File: src/rtl/if_id_pkg.sv
// Shared widths, NOP encoding and handshake state type for the fetch/decode skid stage.
package if_id_pkg;

  localparam int unsigned PC_W_DEF   = 32;
  localparam int unsigned INST_W_DEF = 32;
  localparam logic [31:0] NOP_INST   = '0;

  typedef enum logic [1:0] {EMPTY, ONE, TWO} stage_state_t;

endpackage

File: src/rtl/if_id_skid_stage_entry.sv
// One held beat of the fetch/decode stage: LANES slots of pc/inst.
// Slots whose lane_valid bit is clear are stored as pc=0 and a NOP instruction.
module stage_entry
  import if_id_pkg::*;
#(
  parameter int unsigned PC_W   = PC_W_DEF,
  parameter int unsigned INST_W = INST_W_DEF,
  parameter int unsigned LANES  = 1
) (
  input  logic                    clk,
  input  logic                    rst,
  input  logic                    load,
  input  logic                    clear,
  input  logic [LANES-1:0]        lane_valid_d,
  input  logic [LANES*PC_W-1:0]   pc_d,
  input  logic [LANES*INST_W-1:0] inst_d,
  output logic [LANES-1:0]        lane_valid,
  output logic [LANES*PC_W-1:0]   pc,
  output logic [LANES*INST_W-1:0] inst
);

  always_ff @(posedge clk) begin
    if (rst || clear) begin
      lane_valid <= '0;
      pc         <= '0;
      inst       <= '0;
    end else if (load) begin
      lane_valid <= lane_valid_d;
      for (int unsigned i = 0; i < LANES; i++) begin
        pc[i*PC_W +: PC_W]       <= lane_valid_d[i] ? pc_d[i*PC_W +: PC_W] : '0;
        inst[i*INST_W +: INST_W] <= lane_valid_d[i] ? inst_d[i*INST_W +: INST_W]
                                                    : INST_W'(NOP_INST);
      end
    end
  end

endmodule

File: src/rtl/if_id_skid_stage.sv
// Elastic fetch/decode register: valid/ready handshake with a two-entry skid
// (main drives decode, skid holds the younger overflow beat), flush and stall counter.
module if_id_skid_stage
  import if_id_pkg::*;
#(
  parameter int unsigned PC_W   = PC_W_DEF,
  parameter int unsigned INST_W = INST_W_DEF,
  parameter int unsigned LANES  = 1,
  parameter int unsigned CNT_W  = 16
) (
  input  logic                    clk,
  input  logic                    rst,
  input  logic                    flush,
  input  logic                    in_valid,
  output logic                    in_ready,
  input  logic [LANES-1:0]        in_lane_valid,
  input  logic [LANES*PC_W-1:0]   in_pc,
  input  logic [LANES*INST_W-1:0] in_inst,
  output logic                    out_valid,
  input  logic                    out_ready,
  output logic [LANES-1:0]        out_lane_valid,
  output logic [LANES*PC_W-1:0]   out_pc,
  output logic [LANES*INST_W-1:0] out_inst,
  output logic [CNT_W-1:0]        stall_cycles
);

  stage_state_t state, next_state;

  logic accept, drain;
  logic main_load, main_clear, main_from_skid;
  logic skid_load, skid_clear;

  logic [LANES-1:0]        skid_lane_valid;
  logic [LANES*PC_W-1:0]   skid_pc;
  logic [LANES*INST_W-1:0] skid_inst;

  logic [LANES-1:0]        main_lane_valid_d;
  logic [LANES*PC_W-1:0]   main_pc_d;
  logic [LANES*INST_W-1:0] main_inst_d;

  // in_ready comes straight from the state register, so out_ready never reaches it.
  assign in_ready  = (state != TWO);
  assign out_valid = (state != EMPTY);

  // Beats with no valid slot complete the handshake but are not stored.
  assign accept = in_valid && in_ready && (|in_lane_valid);
  assign drain  = out_valid && out_ready;

  always_ff @(posedge clk) begin
    if (rst) state <= EMPTY;
    else     state <= next_state;
  end

  always_comb begin
    next_state     = state;
    main_load      = 1'b0;
    main_clear     = 1'b0;
    main_from_skid = 1'b0;
    skid_load      = 1'b0;
    skid_clear     = 1'b0;
    if (flush) begin
      next_state = EMPTY;
      main_clear = 1'b1;
      skid_clear = 1'b1;
    end else begin
      case (state)
        EMPTY: begin
          if (accept) begin
            next_state = ONE;
            main_load  = 1'b1;
          end
        end
        ONE: begin
          if (accept && drain) begin
            main_load = 1'b1;
          end else if (accept) begin
            next_state = TWO;
            skid_load  = 1'b1;
          end else if (drain) begin
            next_state = EMPTY;
            main_clear = 1'b1;
          end
        end
        TWO: begin
          if (drain) begin
            next_state     = ONE;
            main_load      = 1'b1;
            main_from_skid = 1'b1;
            skid_clear     = 1'b1;
          end
        end
        default: next_state = EMPTY;
      endcase
    end
  end

  assign main_lane_valid_d = main_from_skid ? skid_lane_valid : in_lane_valid;
  assign main_pc_d         = main_from_skid ? skid_pc         : in_pc;
  assign main_inst_d       = main_from_skid ? skid_inst       : in_inst;

  stage_entry #(.PC_W(PC_W), .INST_W(INST_W), .LANES(LANES)) u_main (
    .clk          (clk),
    .rst          (rst),
    .load         (main_load),
    .clear        (main_clear),
    .lane_valid_d (main_lane_valid_d),
    .pc_d         (main_pc_d),
    .inst_d       (main_inst_d),
    .lane_valid   (out_lane_valid),
    .pc           (out_pc),
    .inst         (out_inst)
  );

  stage_entry #(.PC_W(PC_W), .INST_W(INST_W), .LANES(LANES)) u_skid (
    .clk          (clk),
    .rst          (rst),
    .load         (skid_load),
    .clear        (skid_clear),
    .lane_valid_d (in_lane_valid),
    .pc_d         (in_pc),
    .inst_d       (in_inst),
    .lane_valid   (skid_lane_valid),
    .pc           (skid_pc),
    .inst         (skid_inst)
  );

  always_ff @(posedge clk) begin
    if (rst) begin
      stall_cycles <= '0;
    end else if (out_valid && !out_ready && (stall_cycles != '1)) begin
      stall_cycles <= stall_cycles + CNT_W'(1);
    end
  end

endmodule
File: config.mk
export PLATFORM = sky130hd
export DESIGN_NAME = if_id_skid_stage
export DESIGN_NICKNAME = d
export VERILOG_FILES = /design/src/rtl/if_id_pkg.sv /design/src/rtl/if_id_skid_stage_entry.sv /design/src/rtl/if_id_skid_stage.sv
export SDC_FILE = /design/constraint.sdc
export NUM_CORES = 1
export LEC_CHECK = 0
export CAP_MARGIN = 20
export CORE_ASPECT_RATIO = 1.2
export CORE_UTILIZATION = 35
export DETAILED_ROUTE_END_ITERATION = 12
export GPL_ROUTABILITY_DRIVEN = 1
export GPL_TIMING_DRIVEN = 0
export PLACE_DENSITY = 0.6
export SLEW_MARGIN = 20
export SYNTH_ARGS = -nofsm -noshare
export SYNTH_HDL_FRONTEND = slang
export SYNTH_SLANG_ARGS = --single-unit
File: constraint.sdc
create_clock -name clk -period 1.6 [get_ports clk]
set_input_delay 0.16 -clock clk [delete_from_list [all_inputs] [get_ports clk]]
set_output_delay 0.16 -clock clk [all_outputs]
set_load 0.03 [all_outputs]
After elaboration in Yosys (flattened, before gate mapping). Cells that the tools add are included. Widths: inputs -> output; s select.

Reductions and logical operators: 13. Muxes and demuxes: 28. Add/sub/neg operators: 1. Eq/ne operators: 8.

Operator list (count): $mux 32 (6); $add 16x1->16 const B (1); $ne 16x16->1 const B (1); $mux 1 (15); $mux 2 (5); $ne 2x2->1 const B (4); $logic_and 1x1->1 (6); $pmux 2 s3 (1); $reduce_and 4->1 (1); $ne 3x3->1 const B (1); $pmux 1 s3 (1); $eq 2x1->1 const B (1); $eq 2x2->1 const B (1); $logic_not 2->1 (1); $logic_or 1x1->1 (2); $reduce_bool 2->1 (1); $reduce_or 2->1 (1); $logic_not 1->1 (1).

Output and inout bits: 83. Word-level logic and storage cells: 58. Bits in registers: 148.

Logic depth before layout (Yosys ltp).
Depth after elaboration: 8. Gate-level depth with buffers: 7. Gate-level depth less buffers: 5.

Hierarchy. A second synthesis with hierarchy kept.

Cells, all modules: 770. Area, all modules: 7349.5 µm².

By module, submodules not included: stage_entry (cells each 288, times used 2, area each 2736.4 µm², seq. area each 1301.2 µm²); if_id_skid_stage (cells each 194, times used 1, area each 1876.8 µm², seq. area each 360.3 µm²).

Worst setup path before layout. Ideal clock, no wire load.

Kind: reg2reg. Start: register stall_cycles[0]. End: register stall_cycles[0]. Period minus slack after synthesis: 1.909 ns. Data arrival time: 1.785 ns. Data required time: 1.477 ns. Cell stages (with the launch flop): 6. Slack: -0.309 ns. Setup time: 0.123 ns. Path through: dfxtp_1 ha_1 nand4_1 nor4_1 nor2_1 mux2_1.

Cells in the longest elaborated chain, start to end: 2. Elaborated cells between the ends (all ways): 3. Classes of those cells: 1 x add/sub; 1 x eq/ne; 1 x reduce/logical.

Ends and longest elaborated chain: from (decl) (line if_id_skid_stage.sv:24) `output logic [CNT_W-1:0] stall_cycles`; from (signal assigned) (line if_id_skid_stage.sv:131) `stall_cycles <= stall_cycles + CNT_W'(1);`; branches (longest 2 deep; another with $add 16x1->16).

Parallel ways; which one is timed is not known. A chain may end at the register's enable or synchronous reset.

Worst setup path after layout.
Start: register state[0]. End: register u_main.pc[20].

Cells in the longest elaborated chain, start to end: 8. Elaborated cells between the ends (all ways): 24. Classes of those cells: 3 x eq/ne; 14 x mux; 7 x reduce/logical.

Ends and longest elaborated chain: from (decl) (line if_id_skid_stage.sv:27) `stage_state_t state, next_state;`; from (signal assigned) (line if_id_skid_stage.sv:51) `else state <= next_state;`; $reduce_bool 2->1 or $ne 2x2->1 (tied branches) (line if_id_skid_stage.sv:43, if_id_skid_stage.sv:42); $logic_and 1x1->1, on equally long branches (line if_id_skid_stage.sv:47, if_id_skid_stage.sv:46); $mux 1 or $logic_and 1x1->1 (tied branches) (line if_id_skid_stage.sv:79, if_id_skid_stage.sv:85, if_id_skid_stage.sv:46); $mux 1 or $logic_and 1x1->1 (tied branches) (line if_id_skid_stage.sv:76, if_id_skid_stage.sv:74); $mux 1 (line if_id_skid_stage.sv:74) `if (accept && drain) begin`; $mux 1 (line if_id_skid_stage.sv:66) `case (state)`; $mux 1 (line if_id_skid_stage.sv:61) `if (flush) begin`; $logic_or 1x1->1 (line if_id_skid_stage_entry.sv:23) `if (rst || clear) begin`; to (signal, indexed assignment) (line if_id_skid_stage_entry.sv:30) `pc[i*PC_W +: PC_W] <= lane_valid_d[i] ? pc_d[i*PC_W +: PC_W] : '0;`; to (decl) (line if_id_skid_stage_entry.sv:18) `output logic [LANES*PC_W-1:0] pc,`.

Several ways; a longest one is shown, not always the timed one.

==> results by stage <==
Timing:
- The final setup violation count is 102.
- The least setup slack across all paths after layout is -0.177 ns.
- In the final timing run, aggregate negative setup slack is -8.28 ns.
- The post-route clock skew is 0.00682 ns.
- Counting I/O delays and the setup requirement, the final critical path takes 1.78 ns.
- The max-slew headroom at the worst pin is 0.603.
- The number of hold violations in the final report is 0.
- Setup repair after global routing could not meet its margin everywhere.
- For this run, the top clock speed supported by timing is 563 MHz.
- The post-route clock period utilization is 1.11.
- The number of pins exceeding their max-slew limit in the final report came to 0.
- The slew at the pin with the worst max-slew slack is 0.595 ns.

Clocking:
- Clock tree synthesis inserted a total of 17 buffers.
- The root buffer cell chosen for the clock tree is clkbuf_16.
- The hold-fix buffer count after cts is 0.
- For this design, the sink count on the clock tree is 148.
- The clock-pin slew on the worst setup and hold paths is 0.06 ns.
- The H-tree depth reported by CTS is 4.
- No sink is reached through more buffers than the 2 on the longest clock path.
- The clock tree from TritonCTS is built.
- The clock insertion delay at the later pin of the skew report is 0.43 ns.

Global routing:
- The met2 global-route usage is 0.395.
- The met3 track demand over resource in global routing is 0.0580.
- The met1 track demand over resource is 0.272.
- The global router's overall resource usage is 0.230.
- After global routing the overflow that remains totals 0.
- The first-pass GRT wire length is 31.6 mm.
- The initial antenna violation count came to 0.
- The via count of the first global-routing pass is 6145.
- The most utilized layer in the global route result is met2.
- The pin count of the biggest net entering global routing is 17.

Placement:
- Detailed placement ended at an HPWL of 12.9 mm.
- In this run the tool buffered the top-level ports with 151 buffer cells.
- At the end of routability-driven placement, the weighted congestion stood at 0.806.

Synthesis:
- In this run, synthesis produced a sequential element count of 148.
- The fraction of registers with async set/reset is 0.
- The sequential area share after synthesis is 0.494.
- After synthesis, the largest family of logic cells by area is simple AND/OR/NAND/NOR gates.
- In this run, synthesis inferred 0 flip-flops with an integrated enable.
- Of the total synthesized cell area, the portion taken by XOR and XNOR cells is 0.00146.
- The number of distinct library cells after synthesis is 43.
- After technology mapping, the gate count stands at 767.
- Of the post-synthesis cell area, the part taken by muxes is 0.00897.
- Of the total synthesized cell area, the portion taken by full adders, half adders and majority gates is 0.00209.
- The summed instance area of the synthesized netlist is 0.00600 mm2.
- The average cell area after synthesis is 7.82 um2.
- The synthesized netlist net count is 838.
- The simple-gate share of the synthesized area is 0.238.
- Of the post-synthesis cell area, the dominant cell type holds 0.494.
- By area the synthesized netlist is led by dfxtp_1, nand2_1, a31oi_1, a21oi_1, nand3_1.
- The yosys synthesis warning count is 0.
- The compound-cell area share of the yosys netlist is 0.207.
- The leading register cell type out of synthesis is dfxtp_1.
- dfxtp_1 takes more of the synthesized area than any other cell.

Final layout:
- The ratio of cells with drive above 1 in the final layout is 0.321.
- Leaving out fill and tap cells, the most frequent cells in the layout are nand2_1, dfxtp_1, dlygate4sd2_1.
- The number of nets in the finished design is 1058.
- Once layout is complete, the utilization of the core stands at 0.610.
- The antenna cell count is 0.
- Leaving out fill and tap cells, the most frequent cell in the layout is nand2_1.
- The layout-stage area growth over the synthesis result is 70.6%.

Drt:
- The number of DRC violations after detailed routing is 0.
- The total iterations of the first detailed-routing run is 5.
- The via-per-instance ratio is 5.35.
- For this block, the routed nets add up to 21.8 mm of wire.
- The number of nets with antenna violations after routing is 0.
- The detailed-route wire length per cell is 18.0 um.
- The detailed router placed 6492 vias in this run.
- The violation count after the first detailed-routing iteration is 412.

Power and ir drop:
- For this design the ratio of total power to cell area is 808 mW/mm2.
- The static leakage is 4.07 nW.
- The maximum vdd drop is 0.658 mV.

Die:
- The number of cell rows is 52.
- In this run the count of I/O pins placed on the die edge is 153.
- The core region is 0.0168 mm2.
- The effective utilization at floorplan is 0.357.
- The floorplan step defined a die boundary enclosing 0.0177 mm2.
- The vertical extent of the die is 145 um.
- The die outline width is 122 um.

Run status:
- The final reports fail on negative setup slack.
- The flow ran to the end, but the final reports show violations.

Worst setup path:
- The startpoint type of the worst setup path is a flop.
- The worst path arrival time is 2.09 ns.
- At the worst endpoint, the required time is 1.91 ns.
- Along the worst path, the maximum fanout reaches 6.
- The critical path is of the reg -> reg type.
- STA classifies the critical path endpoint as a flop.

Hold path:
- The kind of path behind the tightest hold check is in -> reg.

Flow run:
- The max-capacitance violation count is 0.
[registers in the layout, summed over array words and instances (netlist names)]
register           cells
u_skid.lane_valid      1
u_skid.inst           32
u_main.lane_valid      1
u_skid.pc             32
u_main.inst           32
u_main.pc             32
state                  2
stall_cycles          16
[worst paths after layout]
path | startpoint | endpoint | slack, ns | depth (start not counted)
setup / recovery | state[0] | u_main.pc[20] | -0.18 | 8
hold / removal | flush | state[1] | 0.14 | 2
setup reg to reg | state[0] | u_main.pc[20] | -0.18 | 8
hold reg to reg | u_skid.inst[18] | u_skid.inst[18] | 0.45 | 2
[critical path, stage by stage, from the launching register on]
cell       delay (ns)
dfxtp_4          0.36
buf_6            0.12
nor2b_4          0.13
o41ai_4          0.36
buf_6            0.19
buf_8            0.14
buf_12           0.14
clkbuf_16        0.15
a31oi_1          0.07
[synthesized netlist by cell type (5+ instances only)]
master      n
nand3_1    69
nor2b_1     5
a31oi_1    64
dfxtp_1   148
or4_1       8
o31ai_1     7
buf_2      17
o21ai_1    64
nor2_1     10
nor4_1      6
nand2_1   200
a21oi_1    74
clkbuf_1   48
[timing repair]
action                     in CTS  in global routing
setup buffers                  25                 14
pin swaps                      17                 97
setup endpoints to repair     217                151
resized for setup             223                263
cloned                          7                 14
[layer usage]
layer | vias to the layer above | wire, um
met3 | 38 | 1370
met1 | 3108 | 8760
li1 | 3147 | -
met4 | 0 | 535
met5 | - | 0
met2 | 199 | 11100
[report_power, final]
| group | switching [mW] | total, mW | internal (mW) |
|---|---|---|---|
| registers | 0.0299 | 3.74 | 3.71 |
| logic | 0.423 | 0.824 | 0.401 |
| clock network | 1.52 | 3.70 | 2.18 |
[cells by family after synthesis]
group / after synthesis
buffers and inverters: 71
muxes: 5
DFF: 148
and+or+nand+nor: 320
adders and majority gates: 1
xor gates and xnor gates: 1
AOI/OAI and AO/OA: 221
[metrics by stage]
stage / hold slack, ns / cell area (um2) / cells / worst slack, ns / power (mW)
2_1_floorplan: 0.252 / 6060 / 767 / -0.00505 / 4.08
3_3_place_gp: 0.442 / 7840 / 1134 / -0.744 / 4.44
3_5_place_dp: 0.447 / 7840 / 1134 / -0.756 / 4.44
4_1_cts: 0.0958 / 9010 / 1194 / -0.0831 / 8.19
5_1_grt: 0.158 / 10200 / 1214 / -0.199 / 8.52
6_report: 0.144 / 10200 / 1214 / -0.177 / 8.27
[cell type report]
class / instances / area [um2]
timing repair buffer: 207 / 2190
inverter: 3 / 11.3
tap: 216 / 270
clock buffer: 27 / 514
buffer: 62 / 589
multi-input combinational: 548 / 3640
clock inverter: 3 / 20.0
sequential: 148 / 3000
fill: 1494 / 6550
(Power assumes the default switching activity.)
